### config.mk
export PLATFORM = sky130hd
export DESIGN_NAME = rmi_reg_bridge
export DESIGN_NICKNAME = d
export VERILOG_FILES = /design/src/rtl/rmi_pkg.sv /design/src/rtl/rmi_frame_counter.sv /design/src/rtl/rmi_reg_bridge.sv
export SDC_FILE = /design/constraint.sdc
export NUM_CORES = 1
export LEC_CHECK = 0
export BUFFER_PORTS_ARGS = -buffer_cell sky130_fd_sc_hd__buf_2
export CAP_MARGIN = 25
export CORE_ASPECT_RATIO = 0.9
export CORE_UTILIZATION = 30
export DETAILED_ROUTE_END_ITERATION = 7
export HOLD_SLACK_MARGIN = 0.12
export PLACE_DENSITY = 0.49
export RECOVER_POWER = 50
export SLEW_MARGIN = 20
export SYNTH_ARGS = -nofsm -noshare
export SYNTH_HDL_FRONTEND = slang
export SYNTH_SLANG_ARGS = --single-unit
### constraint.sdc
create_clock -name clock -period 3 [get_ports clock]
set_input_delay 0.3 -clock clock [delete_from_list [all_inputs] [get_ports clock]]
set_output_delay 0.3 -clock clock [all_outputs]
set_load 0.02 [all_outputs]
### src/rtl/rmi_pkg.sv
// Shared constants for the RMI local-bus register bridge.
// Register offsets are relative to the bridge REG_BASE address.
package rmi_pkg;

    localparam int CTRL_OFS   = 0;
    localparam int LEN_L_OFS  = 1;
    localparam int LEN_H_OFS  = 2;
    localparam int STATUS_OFS = 3;
    localparam int USER_OFS   = 4;

    localparam int DONE_BIT = 0;
    localparam int OVF_BIT  = 1;

    localparam int LEN_W = 16;

    function automatic int reg_count(input int num_user);
        return USER_OFS + num_user;
    endfunction

endpackage

### src/rtl/rmi_frame_counter.sv
// Frame-length write counter with a sticky done flag.
// A wrap sets done and wins over a same-cycle write-1-to-clear.
module rmi_frame_counter (
    input  logic        clock,
    input  logic        reset_n,
    input  logic        inc,
    input  logic        clr,
    input  logic        w1c_done,
    input  logic [15:0] len,
    output logic        done,
    output logic        done_pulse
);

    logic [15:0] cnt;
    logic        wrap;

    assign wrap = inc && !clr && (len != 16'd0)
               && ((cnt + 16'd1) == len);

    always_ff @(posedge clock or negedge reset_n) begin
        if (!reset_n) begin
            cnt        <= '0;
            done       <= 1'b0;
            done_pulse <= 1'b0;
        end else begin
            if (clr || len == 16'd0) begin
                cnt <= '0;
            end else if (inc) begin
                cnt <= wrap ? 16'd0 : cnt + 16'd1;
            end
            if (wrap) begin
                done <= 1'b1;
            end else if (w1c_done) begin
                done <= 1'b0;
            end
            done_pulse <= wrap;
        end
    end

endmodule

### src/rtl/rmi_reg_bridge.sv
// Local-bus bridge: decodes strobed accesses into register-file
// accesses or SPRAM bank writes/reads, with frame counting and irq.
module rmi_reg_bridge
    import rmi_pkg::*;
#(
    parameter int                ADDR_W    = 16,
    parameter int                DATA_W    = 8,
    parameter logic [ADDR_W-1:0] REG_BASE  = 16'h7FFF,
    parameter int                NUM_BANKS = 3,
    parameter int                NUM_USER  = 2,
    parameter logic [DATA_W-1:0] CTRL_RST  = 8'h12
) (
    input  logic                          clock,
    input  logic                          reset_n,
    input  logic                          lb_stb,
    input  logic                          lb_wren,
    input  logic [ADDR_W-1:0]             lb_addr,
    input  logic [DATA_W-1:0]             lb_wdata,
    output logic [DATA_W-1:0]             lb_rdata,
    output logic                          lb_ack,
    output logic [NUM_BANKS-1:0]          mem_wren,
    output logic [ADDR_W-1:0]             mem_addr,
    output logic [DATA_W-1:0]             mem_wdata,
    input  logic [NUM_BANKS*DATA_W-1:0]   mem_rdata,
    output logic [DATA_W-1:0]             o_ctrl,
    output logic [15:0]                   o_buffer_len,
    output logic [(NUM_USER > 0 ? NUM_USER : 1)*DATA_W-1:0] o_user,
    output logic                          o_frame_done,
    output logic                          o_irq
);

    localparam int NREG = reg_count(NUM_USER);
    localparam int UN   = (NUM_USER > 0) ? NUM_USER : 1;

    logic                 stb_d;
    logic                 start;
    logic [ADDR_W-1:0]    ofs;
    logic                 reg_hit;
    logic                 reg_wr;
    logic                 mem_wr;
    logic                 sel_ctrl;
    logic                 sel_len_l;
    logic                 sel_len_h;
    logic                 sel_status;

    logic [DATA_W-1:0]    ctrl;
    logic [DATA_W-1:0]    len_l;
    logic [DATA_W-1:0]    len_h;
    logic [15:0]          len;
    logic                 ovf;
    logic                 done;
    logic                 ovf_set;
    logic                 inc;
    logic                 len_clr;
    logic                 w1c_done;
    logic [DATA_W-1:0]    user_q [UN];
    logic [NUM_BANKS-1:0] bank_en;

    logic [DATA_W-1:0]    status_v;
    logic [DATA_W-1:0]    user_rd;
    logic [DATA_W-1:0]    reg_rd;
    logic [DATA_W-1:0]    bank_rd;

    logic                 pend;
    logic                 pend_hit;
    logic                 pend_wr;
    logic [NUM_BANKS-1:0] pend_en;
    logic [DATA_W-1:0]    rdata;

    assign start = lb_stb & ~stb_d;
    assign ofs   = lb_addr - REG_BASE;

    assign reg_hit = (lb_addr >= REG_BASE) && (ofs < ADDR_W'(NREG));
    assign reg_wr  = start & lb_wren & reg_hit;
    assign mem_wr  = start & lb_wren & ~reg_hit;

    assign sel_ctrl   = (ofs == ADDR_W'(CTRL_OFS));
    assign sel_len_l  = (ofs == ADDR_W'(LEN_L_OFS));
    assign sel_len_h  = (ofs == ADDR_W'(LEN_H_OFS));
    assign sel_status = (ofs == ADDR_W'(STATUS_OFS));

    assign bank_en  = ctrl[NUM_BANKS:1];
    assign mem_wren = {NUM_BANKS{mem_wr}} & bank_en;
    assign mem_addr  = lb_addr;
    assign mem_wdata = lb_wdata;

    assign inc      = |mem_wren;
    assign ovf_set  = mem_wr & ~(|bank_en);
    assign len_clr  = reg_wr & (sel_len_l | sel_len_h);
    assign w1c_done = reg_wr & sel_status & lb_wdata[DONE_BIT];
    assign len      = 16'({len_h, len_l});

    assign o_ctrl       = ctrl;
    assign o_buffer_len = len;
    assign o_irq        = done | ovf;

    always_comb begin
        status_v           = '0;
        status_v[DONE_BIT] = done;
        status_v[OVF_BIT]  = ovf;
    end

    always_comb begin
        user_rd = '0;
        for (int i = 0; i < NUM_USER; i++) begin
            if (ofs == ADDR_W'(USER_OFS + i)) begin
                user_rd = user_q[i];
            end
        end
    end

    always_comb begin
        reg_rd = '0;
        unique case (1'b1)
            sel_ctrl:   reg_rd = ctrl;
            sel_len_l:  reg_rd = len_l;
            sel_len_h:  reg_rd = len_h;
            sel_status: reg_rd = status_v;
            default:    reg_rd = user_rd;
        endcase
    end

    // Walk downward so the lowest enabled bank is the one left selected.
    always_comb begin
        bank_rd = '0;
        for (int i = NUM_BANKS - 1; i >= 0; i--) begin
            if (pend_en[i]) begin
                bank_rd = mem_rdata[i*DATA_W +: DATA_W];
            end
        end
    end

    always_comb begin
        o_user = '0;
        for (int i = 0; i < NUM_USER; i++) begin
            o_user[i*DATA_W +: DATA_W] = user_q[i];
        end
    end

    always_ff @(posedge clock or negedge reset_n) begin
        if (!reset_n) begin
            stb_d <= 1'b0;
            ctrl  <= CTRL_RST;
            len_l <= '0;
            len_h <= '0;
            ovf   <= 1'b0;
            for (int i = 0; i < UN; i++) begin
                user_q[i] <= '0;
            end
        end else begin
            stb_d <= lb_stb;
            if (reg_wr && sel_ctrl) begin
                ctrl <= lb_wdata;
            end
            if (reg_wr && sel_len_l) begin
                len_l <= lb_wdata;
            end
            if (reg_wr && sel_len_h) begin
                len_h <= lb_wdata;
            end
            if (ovf_set) begin
                ovf <= 1'b1;
            end else if (reg_wr && sel_status && lb_wdata[OVF_BIT]) begin
                ovf <= 1'b0;
            end
            for (int i = 0; i < NUM_USER; i++) begin
                if (reg_wr && ofs == ADDR_W'(USER_OFS + i)) begin
                    user_q[i] <= lb_wdata;
                end
            end
        end
    end

    // Two-stage response: capture in S, select data in S+1, ack in S+2.
    always_ff @(posedge clock or negedge reset_n) begin
        if (!reset_n) begin
            pend     <= 1'b0;
            pend_hit <= 1'b0;
            pend_wr  <= 1'b0;
            pend_en  <= '0;
            rdata    <= '0;
            lb_ack   <= 1'b0;
            lb_rdata <= '0;
        end else begin
            pend <= start;
            if (start) begin
                rdata    <= reg_rd;
                pend_hit <= reg_hit;
                pend_wr  <= lb_wren;
                pend_en  <= bank_en;
            end
            lb_ack <= pend;
            if (pend && !pend_wr) begin
                lb_rdata <= pend_hit ? rdata : bank_rd;
            end else begin
                lb_rdata <= '0;
            end
        end
    end

    rmi_frame_counter u_frame_counter (
        .clock      (clock),
        .reset_n    (reset_n),
        .inc        (inc),
        .clr        (len_clr),
        .w1c_done   (w1c_done),
        .len        (len),
        .done       (done),
        .done_pulse (o_frame_done)
    );

endmodule

==> run summary, run 1 <==
The flow ran to the end, but the final reports show violations. The checks that failed: max-capacitance violations, max-slew violations. In this run, synthesis inferred 0 flip-flops with an integrated enable. The CTS clock-pin slew for the worst setup and hold paths came out at 70 ps. In this run the critical register-to-register path is launched from u_frame_counter.cnt[0]. The global-route total usage across every layer came out at 19.5%.

Data on the critical path is required at its endpoint by 3220 ps. The deepest clock path buffer count is 2. Clock tree synthesis inserted a total of 9 buffers.

The die height came out at 127 um. The final core utilization is 37.5%. The number of core rows came out at 45. The maximum number of pins on one net before global-route repair is 36. Max-cap violations in this run came to 1. The count of buffers added on input and output ports is 129. The setup-violating endpoint count in the final report is 0.

The startpoint of the worst hold path is lb_wdata[5]. The least setup slack across all paths after layout is 230 ps. The register area share after synthesis came out at 39.7%. The critical-path maximum fanout came out at 6. The initial DRC count is 338. TritonCTS built the clock tree.

Power spread over the standard cell area amounts to 406 nW/um2. The tightest min-delay check is of the in -> reg type. For this run, the number of Yosys warnings is 0. The worst-margin pin slew came out at 2010 ps. The effective utilization at floorplan is 30.8%.

The sum of negative setup slack is 0 ps. Relative to the synthesized area, the layout overhead comes to 21.7%. The first-pass GRT wire length came out at 26,600 um. The worst-case IR drop observed on VDD is 323 uV. The critical path arrival is 2990 ps. The summed instance area of the synthesized netlist is 5240 um2.

The met1 routed wirelength after detailed routing came out at 8340 um. At the end of routability-driven placement, the weighted congestion stood at 0.892. The mean cell area of the mapped netlist came out at 9.49 um2. The critical path crosses 9 cells after its start point.

The critical path is of the reg -> reg type. The post-detailed-placement half-perimeter wirelength came out at 12,900 um. The number of levels in the clock H-tree came out at 3. Ranked by total cell area, the synthesized netlist is headed by sky130_fd_sc_hd__dfrtp_1 39%, sky130_fd_sc_hd__mux2_2 8.6%, sky130_fd_sc_hd__nand2_1 3.7%, sky130_fd_sc_hd__buf_4 3.6%, sky130_fd_sc_hd__a22oi_1 3.0%.

STA classifies the critical path startpoint as a flop. Among all flip-flop cells after synthesis, the most frequent one is sky130_fd_sc_hd__dfrtp_1. The distinct cell type count of the synthesized netlist came out at 68.

The horizontal extent of the die came out at 141 um. The worst setup timing slack at the placement stage is 130 ps. 0 antenna diodes ended up in the layout. The worst path in the final design needs a cycle of 2770 ps, including I/O delays and setup. The number of cells in the design after placement is 892. After filler insertion, the fill cell instance count of the layout stands at 1,777. The number of nets in the layout is 729. The worst path uses 92.3% of the clock period. The flip-flop and latch count after synthesis is 83. The die covers 18,000 um2. The area share of the largest cell type after synthesis is 38.7%.

Counting every net in the synthesized netlist gives 610. The finished layout holds 911 standard cells, fillers aside. The final route contains 4,800 vias. In the routed design, unresolved DRC markers number 0.

Of all cell types, the one taking the most synthesized area is sky130_fd_sc_hd__dfrtp_1. The cell depth of the worst hold path is 2. The global-route congestion overflow total is 0.

The count of mapped cells out of synthesis came out at 552. Across all register-to-register paths, the minimum setup slack is 230 ps. The count of TritonRoute iterations in the first routing pass came out at 5. The number of endpoints with negative hold slack in the final report was 0.

The clock arrives with 5.47 ps of skew. Ranked by instance count, the synthesized netlist is headed by 81 x sky130_fd_sc_hd__dfrtp_1, 52 x sky130_fd_sc_hd__nand2_1, 40 x sky130_fd_sc_hd__mux2_2, 37 x sky130_fd_sc_hd__nor2_1, 29 x sky130_fd_sc_hd__a21oi_1. The number of buffers and inverters on the critical path is 1. The root buffer cell chosen for the clock tree is sky130_fd_sc_hd__clkbuf_16. The clock latency of the later-clocked register in the worst-skew pair is 350 ps. The type of element capturing the critical path is a flop. For hold timing, the worst endpoint is len_l[5]. The maximum operating frequency is 361 MHz. The critical path goes through ha_1, nand3_1, or4_1, xnor2_1, a31oi_1, nand4_2, buf_4, a211oi_1, o32ai_1.

The fraction of synthesis flops using an asynchronous set or reset pin came out at 100%. The routed wire length on met2 is 7400 um. The endpoint identified for the worst register-to-register timing path is u_frame_counter.cnt[5]. In this design, the largest share of critical-path delay is due to simple AND/OR/NAND/NOR gates. The number of slew-limit violations in the final report came to 36.

The TritonCTS sink count is 83. The largest individual stage delay along the critical path comes from the cell sky130_fd_sc_hd__or4_1. The fraction of layout instances using a drive strength above 1 came out at 26.6%. The highest metal layer carrying signal wires in the routed design is met4. The detailed route wirelength on metal3 is 916 um.

The placeable core region is 17,000 um2. Dividing the detail-routed via count by the number of cells gives 5.27. The initial antenna violation count came out at 0. The number of nets still failing antenna checks after routing is 0.

On the worst path, the slowest cell contributes a delay of 610 ps. The number of global-route vias before repair is 4,605. The worst max-slew margin expressed relative to the limit is -33.9%. The final layout contains routed wiring with a total length of 16,900 um. The average routed wire per standard cell is 18.5 um. Setup repair after global routing left no endpoint under its margin. 130 I/O pins were placed. The reported leakage power is 2.79 nW. The most used standard cell by instance count after synthesis is sky130_fd_sc_hd__dfrtp_1. The depth of the most critical reg-to-reg path came out at 9.
==> cells by family (layout without fill, tap and decap cells) <==
kind of cell / count (synthesis) / after routing / share of synthesized area [%]
AOI/OAI and AO/OA: 126 / 126 / 16.7
xor gates and xnor gates: 27 / 27 / 4.51
adders and majority gates: 6 / 6 / 1.43
buffers and inverters: 72 / 196 / 7.28
DFF: 83 / 83 / 39.7
muxes: 43 / 43 / 9.17
and+or+nand+nor: 195 / 195 / 21.2
==> worst register-to-register path, cell delays in order (launching register included) <==
cell                       delay [ps]
sky130_fd_sc_hd__dfrtp_1          460
sky130_fd_sc_hd__ha_1             220
sky130_fd_sc_hd__nand3_1          120
sky130_fd_sc_hd__or4_1            620
sky130_fd_sc_hd__xnor2_1          160
sky130_fd_sc_hd__a31oi_1          310
sky130_fd_sc_hd__nand4_2          160
sky130_fd_sc_hd__buf_4            190
sky130_fd_sc_hd__a211oi_1         270
sky130_fd_sc_hd__o32ai_1          140
==> worst max path at each step <==
stage	startpoint	end	slack [ps]
detailed placement	lb_addr[0]	o_user[7]	130
global placement	lb_addr[1]	o_ctrl[5]	190
CTS	u_frame_counter.cnt[2]	u_frame_counter.done_pulse	90
finish	u_frame_counter.cnt[0]	u_frame_counter.cnt[5]	230
global route	u_frame_counter.cnt[0]	u_frame_counter.cnt[5]	50
floorplan	u_frame_counter.cnt[0]	u_frame_counter.cnt[10]	440
==> cell type report <==
class / count / area [um2] / area share (%)
repair buffers: 160 / 813 / 12.8
flip-flops and latches: 83 / 2080 / 32.6
well taps: 235 / 294 / 4.61
clock buffers: 9 / 225 / 3.53
clock inverters: 7 / 104 / 1.63
inverters: 20 / 75.1 / 1.18
multi-input cells: 397 / 2790 / 43.7
==> timing repair <==
| action | 4_1_cts | 5_1_grt |
|---|---|---|
| endpoints found under the setup margin | 0 | 4 |
| hold endpoints to repair | 34 | 0 |
| hold buffers | 2 | 0 |
| buffers inserted | 0 | 1 |
| gates resized for setup | 0 | 1 |
==> placed cells by master, fill, tap and decap left out, drive strengths merged, types with 18 or more instances in the layout <==
master	count
a21oi	30
a22oi	21
buf	102
clkbuf	65
dfrtp	81
inv	24
mux2	40
nand2	52
nand3	22
nand4	22
nor2	39
o21ai	18
==> per-layer routing <==
layer | vias up | track usage (%)
met4 | 0 | 5.63
met3 | 16 | 3.64
met1 | 2342 | 28.0
li1 | 2261 | -
met2 | 181 | 29.7
met5 | - | 0
==> sequential cells by signal, indices dropped and copies added, names as in the netlist, 3 cells and up <==
name / flops
o_ctrl: 8
o_user: 16
lb_rdata: 8
rdata: 8
pend_en: 3
len_h: 8
u_frame_counter.cnt: 16
len_l: 8
==> per-stage QoR <==
stage	power, W	cell area, um2	hold slack [ps]
4_1_cts	0.00263	6430	273
3_5_place_dp	0.00137	6090	288
5_1_grt	0.00269	6380	279
2_1_floorplan	0.00127	5240	4.41
3_3_place_gp	0.00137	6090	283
6_report	0.00259	6380	288
==> power by group <==
part | internal [W] | switching [W]
sequential | 0.00112 | 0.00000195
combinational | 0.0000663 | 0.000156
clock | 0.000743 | 0.000496
total | 0.00193 | 0.000654
(Power assumes the default switching activity.)
==> inputs of run 2 (changes only) <==
--- a/config.mk
+++ b/config.mk
@@ -7,11 +7,11 @@
 export LEC_CHECK = 0
 export BUFFER_PORTS_ARGS = -buffer_cell sky130_fd_sc_hd__buf_2
 export CAP_MARGIN = 25
-export CORE_ASPECT_RATIO = 0.9
+export CORE_ASPECT_RATIO = 0.75
 export CORE_UTILIZATION = 30
 export DETAILED_ROUTE_END_ITERATION = 7
 export HOLD_SLACK_MARGIN = 0.12
-export PLACE_DENSITY = 0.49
+export PLACE_DENSITY_LB_ADDON = 0.3
 export RECOVER_POWER = 50
 export SLEW_MARGIN = 20
 export SYNTH_ARGS = -nofsm -noshare
==> run summary, run 2 (synthesis results as in run 1) <==
The number of levels in the clock H-tree came out at 3 (unchanged). The smallest hold slack came out at 286 ps (-1.14 ps). The final reports fail on max-capacitance violations, max-slew violations. The element type at the critical path start is a flop.

The average routed wire per standard cell is 18.7 um (+1.2%). The routed wire length on met2 is 6970 um (-5.8%). The met1 routed wirelength after detailed routing is 8240 um (-1.2%). The tightest min-delay check is of the in -> reg type. The I/O pin count is 130 (unchanged).

The detailed route wirelength on metal3 came out at 1280 um (+40%). The count of TritonRoute iterations in the first routing pass is 6 (+1). The clock latency of the later-clocked register in the worst-skew pair came out at 350 ps (about the same). The maximum operating frequency is 359 MHz (-0.64%). The antenna diode instance count is 0 (unchanged). The DRC violation count after routing is 0 (unchanged). The worst-margin pin slew came out at 1560 ps (-449 ps).

The highest cell delay on the worst timing path came out at 480 ps (-130 ps). The post-detailed-placement half-perimeter wirelength came out at 13,000 um (+0.42%). The global-route total usage across every layer is 19.2% (-0.33 points).

The number of gates resized after cts is 0 (unchanged). STA classifies the critical path endpoint as a flop. The CTS clock-pin slew for the worst setup and hold paths is 70 ps (about the same). Traced cell by cell, the critical path runs through nand4_1, or3_1, a311oi_1, o2111a_1, nand4_2, buf_4, a211oi_1, o22ai_1. The number of global-route vias before repair came out at 4,673 (+1.5%). The initial antenna violation count came out at 0 (unchanged). The placeable core region was 16,900 um2 (-0.44%).

The cell at the root of the clock tree is sky130_fd_sc_hd__clkbuf_16. The quantity of I/O buffers inserted on ports is 129 (unchanged). In the layout the commonest cells are 81 x sky130_fd_sc_hd__dfrtp_1, 72 x sky130_fd_sc_hd__buf_2, 56 x sky130_fd_sc_hd__clkbuf_1.

The number of slew-limit violations in the final report came to 62 (+72%). The number of maximum-capacitance constraint violations came out at 1 (unchanged). The minimum clock period came out at 2790 ps (+17.8 ps). The total via count after detailed routing is 4,889 (+1.9%). The post-detailed-route via-to-cell ratio was 5.49 (+4.1%). The number of nets still failing antenna checks after routing came out at 0 (unchanged). The clock tree from TritonCTS is yes. The number of clock buffers inserted by TritonCTS is 9 (unchanged).

The number of nets in the layout is 729 (unchanged). The count of filler cells inserted in the layout came out at 1,782 (+0.28%). The peak ir drop on the vdd network is 293 uV (-9.5%). The die height came to 116 um (-8.6%). The worst reg-to-reg setup slack came out at 210 ps (-20 ps). The critical path arrival came to 3000 ps (about the same). The routability congestion estimate from global placement is 0.906 (+1.6%). The worst max-slew margin expressed relative to the limit was -3.92% (+30 points).

The aggregate routed wire length came out at 16,700 um (-1.0%). The TritonCTS sink count came out at 83 (unchanged). The maximum number of pins on one net before global-route repair is 62 (+72%). The flow ran to the end, but the final reports show violations. The total power per unit cell area came to 387 nW/um2 (-4.5%). The number of core rows is 41 (-8.9%). The critical-path maximum fanout came out at 12 (+6).

The overall die area is 18,000 um2 (about the same). The share of the cycle needed by the critical path after routing came out at 92.9% (+0.59 points). The setup-violating endpoint count in the final report is 0 (unchanged).

The commonest non-fill, non-tap cell in the layout is sky130_fd_sc_hd__dfrtp_1. The reported leakage power came to 2.77 nW (-0.65%). The first-pass GRT wire length is 26,400 um (-0.68%). The effective utilization at floorplan is 31.0% (+0.14 points).

Setup repair after global routing left no endpoint under its margin. The fraction of layout instances using a drive strength above 1 is 26.5% (-0.15 points). The horizontal extent of the die came out at 155 um (+9.4%).

The critical path required time is 3210 ps (about the same). The clock skew is 8.88 ps (+3.40 ps). The sum of negative setup slack is 0 ps (unchanged). Relative to the synthesized area, the layout overhead comes to 20.4%.

The slowest stage of the critical path is the sky130_fd_sc_hd__dfrtp_1 cell. The post-CTS setup buffer count is 0 (unchanged). The number of endpoints with negative hold slack in the final report is 0 (unchanged). The detailed router used layers up to and including met4. The global-route congestion overflow total is 0 (unchanged).

The initial DRC count is 567 (+68%). The start-to-end type of the worst setup path is reg -> reg. The deepest clock path buffer count came to 2 (unchanged).
[run 2: per-stage QoR]
stage / power [W] / util (%) / instances / setup WS (ps) / instance area, um2
after CTS: 0.00247 / 37.7 / 891 / 230 / 6380
after global routing: 0.00254 / 37.3 / 891 / 9.46 / 6310
after global placement: 0.00137 / 35.8 / 873 / 250 / 6070
after floorplan: 0.00127 / - / 552 / 439 / 5240
final: 0.00244 / 37.3 / 891 / 212 / 6310
after detailed placement: 0.00137 / 35.8 / 873 / 151 / 6070
[run 2: what timing repair did]
item | 4_1_cts | 5_1_grt
hold buffers | 2 | 0
endpoints found under the setup margin | 0 | 0
hold endpoints to repair | 58 | 0
[run 2: cell type report]
class | count | area (um2) | area share, %
flip-flops and latches | 83 | 2080 | 33.0
well taps | 215 | 269 | 4.27
clock inverters | 7 | 66.3 | 1.05
clock buffers | 9 | 225 | 3.57
multi-input cells | 397 | 2780 | 44.1
inverters | 20 | 75.1 | 1.19
repair buffers | 160 | 813 | 12.9
[run 2: power breakdown]
part	switching, W	internal (W)	total, W	leakage [nW]
Clock	0.000510	0.000585	0.00109	0.145
Combinational	0.000156	0.0000666	0.000223	1.49
Sequential	0.00000216	0.00112	0.00113	1.14
[run 2: path summary, 6_finish.rpt]
kind / start / end / depth (start not counted)
max reg2reg: u_frame_counter.cnt[0] / u_frame_counter.cnt[9] / 8
min in group asynchronous: reset_n / len_h[4] / 2
max in group asynchronous: reset_n / o_user[8] / 3
max: u_frame_counter.cnt[0] / u_frame_counter.cnt[9] / 8
min reg2reg: pend / lb_ack / 0
min: lb_wdata[4] / o_user[4] / 2
[run 2: worst max-delay path: cells and delay by family (launching register included)]
kind	cells	cell delay [ps]
buf+inv	1	210
compound gates	4	970
simple gates	3	990
flops	1	480
[run 2: routing by layer]
layer,global-route usage [%],up-vias
li1,-,2268
met1,28.4,2377
met2,28.4,226
met3,4.01,18
met4,4.55,0
met5,0,-
==> inputs of run 3 (changes only) <==
--- a/config.mk
+++ b/config.mk
@@ -8,7 +8,7 @@
 export BUFFER_PORTS_ARGS = -buffer_cell sky130_fd_sc_hd__buf_2
 export CAP_MARGIN = 25
 export CORE_ASPECT_RATIO = 0.75
-export CORE_UTILIZATION = 30
+export CORE_UTILIZATION = 49
 export DETAILED_ROUTE_END_ITERATION = 7
 export HOLD_SLACK_MARGIN = 0.12
 export PLACE_DENSITY_LB_ADDON = 0.3
==> constraint.sdc (replaced) <==
create_clock -name clock -period 2.55 [get_ports clock]
set_input_delay 0.255 -clock clock [delete_from_list [all_inputs] [get_ports clock]]
set_output_delay 0.255 -clock clock [all_outputs]
set_load 0.02 [all_outputs]
==> run summary, run 3 (synthesis results as in run 1) <==
The area of placed instances came to 6190 um2 (+2.0%). The launching point of the worst reg2reg path is u_frame_counter.cnt[0]. The critical path required time came out at 2300 ps (-910 ps). The depth of the most critical reg-to-reg path is 10 (+2). The deepest clock path buffer count came out at 2 (unchanged). The sequential cell area is 2080 um2 (unchanged). The TritonCTS sink count came out at 83 (unchanged).

The number of clock buffers inserted by TritonCTS is 9 (unchanged). The maximum number of pins on one net before global-route repair is 47 (-24%). The initial DRC count came out at 544 (-4.1%). The average routed wire per standard cell was 19.4 um (+3.5%). The die height was 91.6 um (-21%). TritonCTS built the clock tree.

The effective utilization at floorplan is 50.7% (+20 points). The final instance count without filler cells is 839 (-5.8%). The setup path with the least slack is of type in -> out. The setup-violating endpoint count in the final report came to 0 (unchanged).

The aggregate routed wire length came out at 16,300 um (-2.5%). The cell depth of the worst hold path came out at 2 (unchanged). The CTS clock-pin slew for the worst setup and hold paths came out at 60 ps (about the same). The smallest hold slack is 226 ps (-60.6 ps). The fraction of layout instances using a drive strength above 1 came out at 31.0% (+4.5 points). The number of endpoints with negative hold slack in the final report is 0 (unchanged). The clock latency of the later-clocked register in the worst-skew pair is 340 ps (about the same). The count of TritonRoute iterations in the first routing pass is 5 (-1).

For this design, the slowest cell found on the critical path is sky130_fd_sc_hd__nor4_1. The cell at the root of the clock tree is sky130_fd_sc_hd__clkbuf_16. The post-route standard cell area excluding fillers came out at 6550 um2 (+3.9%). The peak ir drop on the vdd network is 405 uV (+38%). The final core utilization came out at 63.4% (+26 points). The number of nets still failing antenna checks after routing is 0 (unchanged). The number of maximum-capacitance constraint violations is 0 (-1). The share of the cycle needed by the critical path after routing is 96.7%. The routability congestion estimate from global placement is 0.917 (+1.3%).

The antenna diode instance count came out at 0 (unchanged). The worst hold path begins at lb_wdata[5]. The worst setup path is launched from an input port.

Tracing the worst setup path back leads to its startpoint at lb_addr[0]. The first-pass GRT wire length was 24,900 um (-5.9%). The post-detailed-route via-to-cell ratio is 6.05 (+10%). The number of global-route vias before repair came out at 4,561 (-2.4%). The highest cell delay on the worst timing path came out at 340 ps (-140 ps).

The placeable core region came out at 10,300 um2 (-39%). By instance count, the cell type seen most on the critical path is sky130_fd_sc_hd__buf_2. The reported leakage power came out at 2.94 nW (+6.0%). The worst-margin pin slew is 1020 ps (-538 ps). The number of levels in the clock H-tree is 3 (unchanged).

The global-route total usage across every layer is 29.4% (+10 points). The critical-path maximum fanout came out at 6 (-6). The number of core rows was 32 (-22%). The horizontal extent of the die came out at 121 um (-21%). From synthesis to final layout, the design area changed by 25.0%.

Walking the worst path, the cells encountered are buf_2, ha_1, nand4_1, nor4_1, xnor2_1, and4_1, a21oi_4, and2_1, buf_2. The number of nets in the layout came to 756 (+3.7%). The run finished with clean final reports. The post-detailed-placement half-perimeter wirelength was 12,100 um (-6.9%). The path type of the worst min-delay path is in -> reg. The number of slew-limit violations in the final report is 0 (-100%). The overall die area came out at 11,100 um2 (-38%).

The area used by multi-input combinational logic came out at 2880 um2 (+3.5%). Setup repair after global routing could not meet its margin everywhere. The critical path arrival was 2210 ps (-790 ps).

The number of cells in the design after placement is 818 (-6.3%). The DRC violation count after routing was 0 (unchanged). The global-route congestion overflow total came out at 0 (unchanged). The count of filler cells inserted in the layout is 891 (-50%). The quantity of I/O buffers inserted on ports came out at 129 (unchanged).

The I/O pin count is 130 (unchanged). The clock skew came to 7.76 ps (-1.12 ps). The top cell types in the final layout, fill and taps aside, are 81 x sky130_fd_sc_hd__dfrtp_1, 74 x sky130_fd_sc_hd__buf_2, 57 x sky130_fd_sc_hd__clkbuf_1. The total via count after detailed routing came out at 5,079 (+3.9%). The worst setup path is captured at an output port. The total power per unit cell area came out at 448 nW/um2 (+16%). The library cell used most frequently in the layout, excluding fill and tap cells, is sky130_fd_sc_hd__dfrtp_1. The initial antenna violation count came out at 0 (unchanged).

The worst max-slew margin expressed relative to the limit came out at 32.0% (+36 points). The routed design could run at a clock period as short as 2470 ps. The maximum operating frequency is 405 MHz.
-- run 3: cell count changes in the layout (fill, tap and decap cells not counted), sizes merged --
cell / before / now
buf: 101 / 127
clkbuf: 66 / 69
bufinv: 0 / 1
inv: 25 / 20
clkinvlp: 0 / 2
-- run 3: path summary, 6_finish.rpt --
check                                               end  slack (ps)
max in group asynchronous                    o_user[12]         650
worst max-delay path                        mem_wren[1]          80
min in group asynchronous       u_frame_counter.cnt[12]         620
worst min-delay path                           len_h[5]         230
worst max register to register   u_frame_counter.cnt[4]         110
worst min register to register                   lb_ack         380
-- run 3: timing repair --
item                       4_1_cts  5_1_grt
setup buffers                    0        2
resized for setup                0       22
hold buffers                     2        0
setup endpoints to repair        0       21
hold endpoints to repair        38        0
-- run 3: through the flow --
step                total power (W)  setup TNS (ps)  setup slack, ps
floorplan                   0.00149               0             6.05
global placement            0.00161               0             70.4
detailed placement          0.00162           -13.6            -6.24
CTS                         0.00295               0             4.65
global route                0.00303           -10.3            -10.3
finish                      0.00294               0             83.8
-- run 3: layout make-up --
cell class,instances,area share (%)
Sequential cell,83,31.7
Clock inverter,5,0.955
Timing Repair Buffer,187,16.0
Tap cell,136,2.60
Inverter,20,1.15
Multi-Input combinational cell,397,43.9
Clock buffer,11,3.70
-- run 3: layer usage --
layer / share of wire, % / wire length [um] / vias up / track usage, %
met2: 43 / 6980 / 279 / 42.1
met3: 9.3 / 1510 / 23 / 5.28
li1: - / - / 2316 / -
met5: 0 / 0 / - / 0
met4: 1.3 / 216 / 0 / 6.69
met1: 47 / 7570 / 2461 / 45.4
-- run 3: worst max-delay path: cells and delay by family --
family / cells / cell delay, ps
buffers and inverters: 2 / 290
xor gates and xnor gates: 1 / 120
adders and majority gates: 1 / 190
AOI/OAI and AO/OA: 1 / 300
and+or+nand+nor: 4 / 1050
-- run 3: report_power, final --
group | switching (W) | total, W | internal [W]
combinational | 0.000184 | 0.000270 | 0.0000854
clock | 0.000554 | 0.00134 | 0.000790
sequential | 0.00000256 | 0.00132 | 0.00132
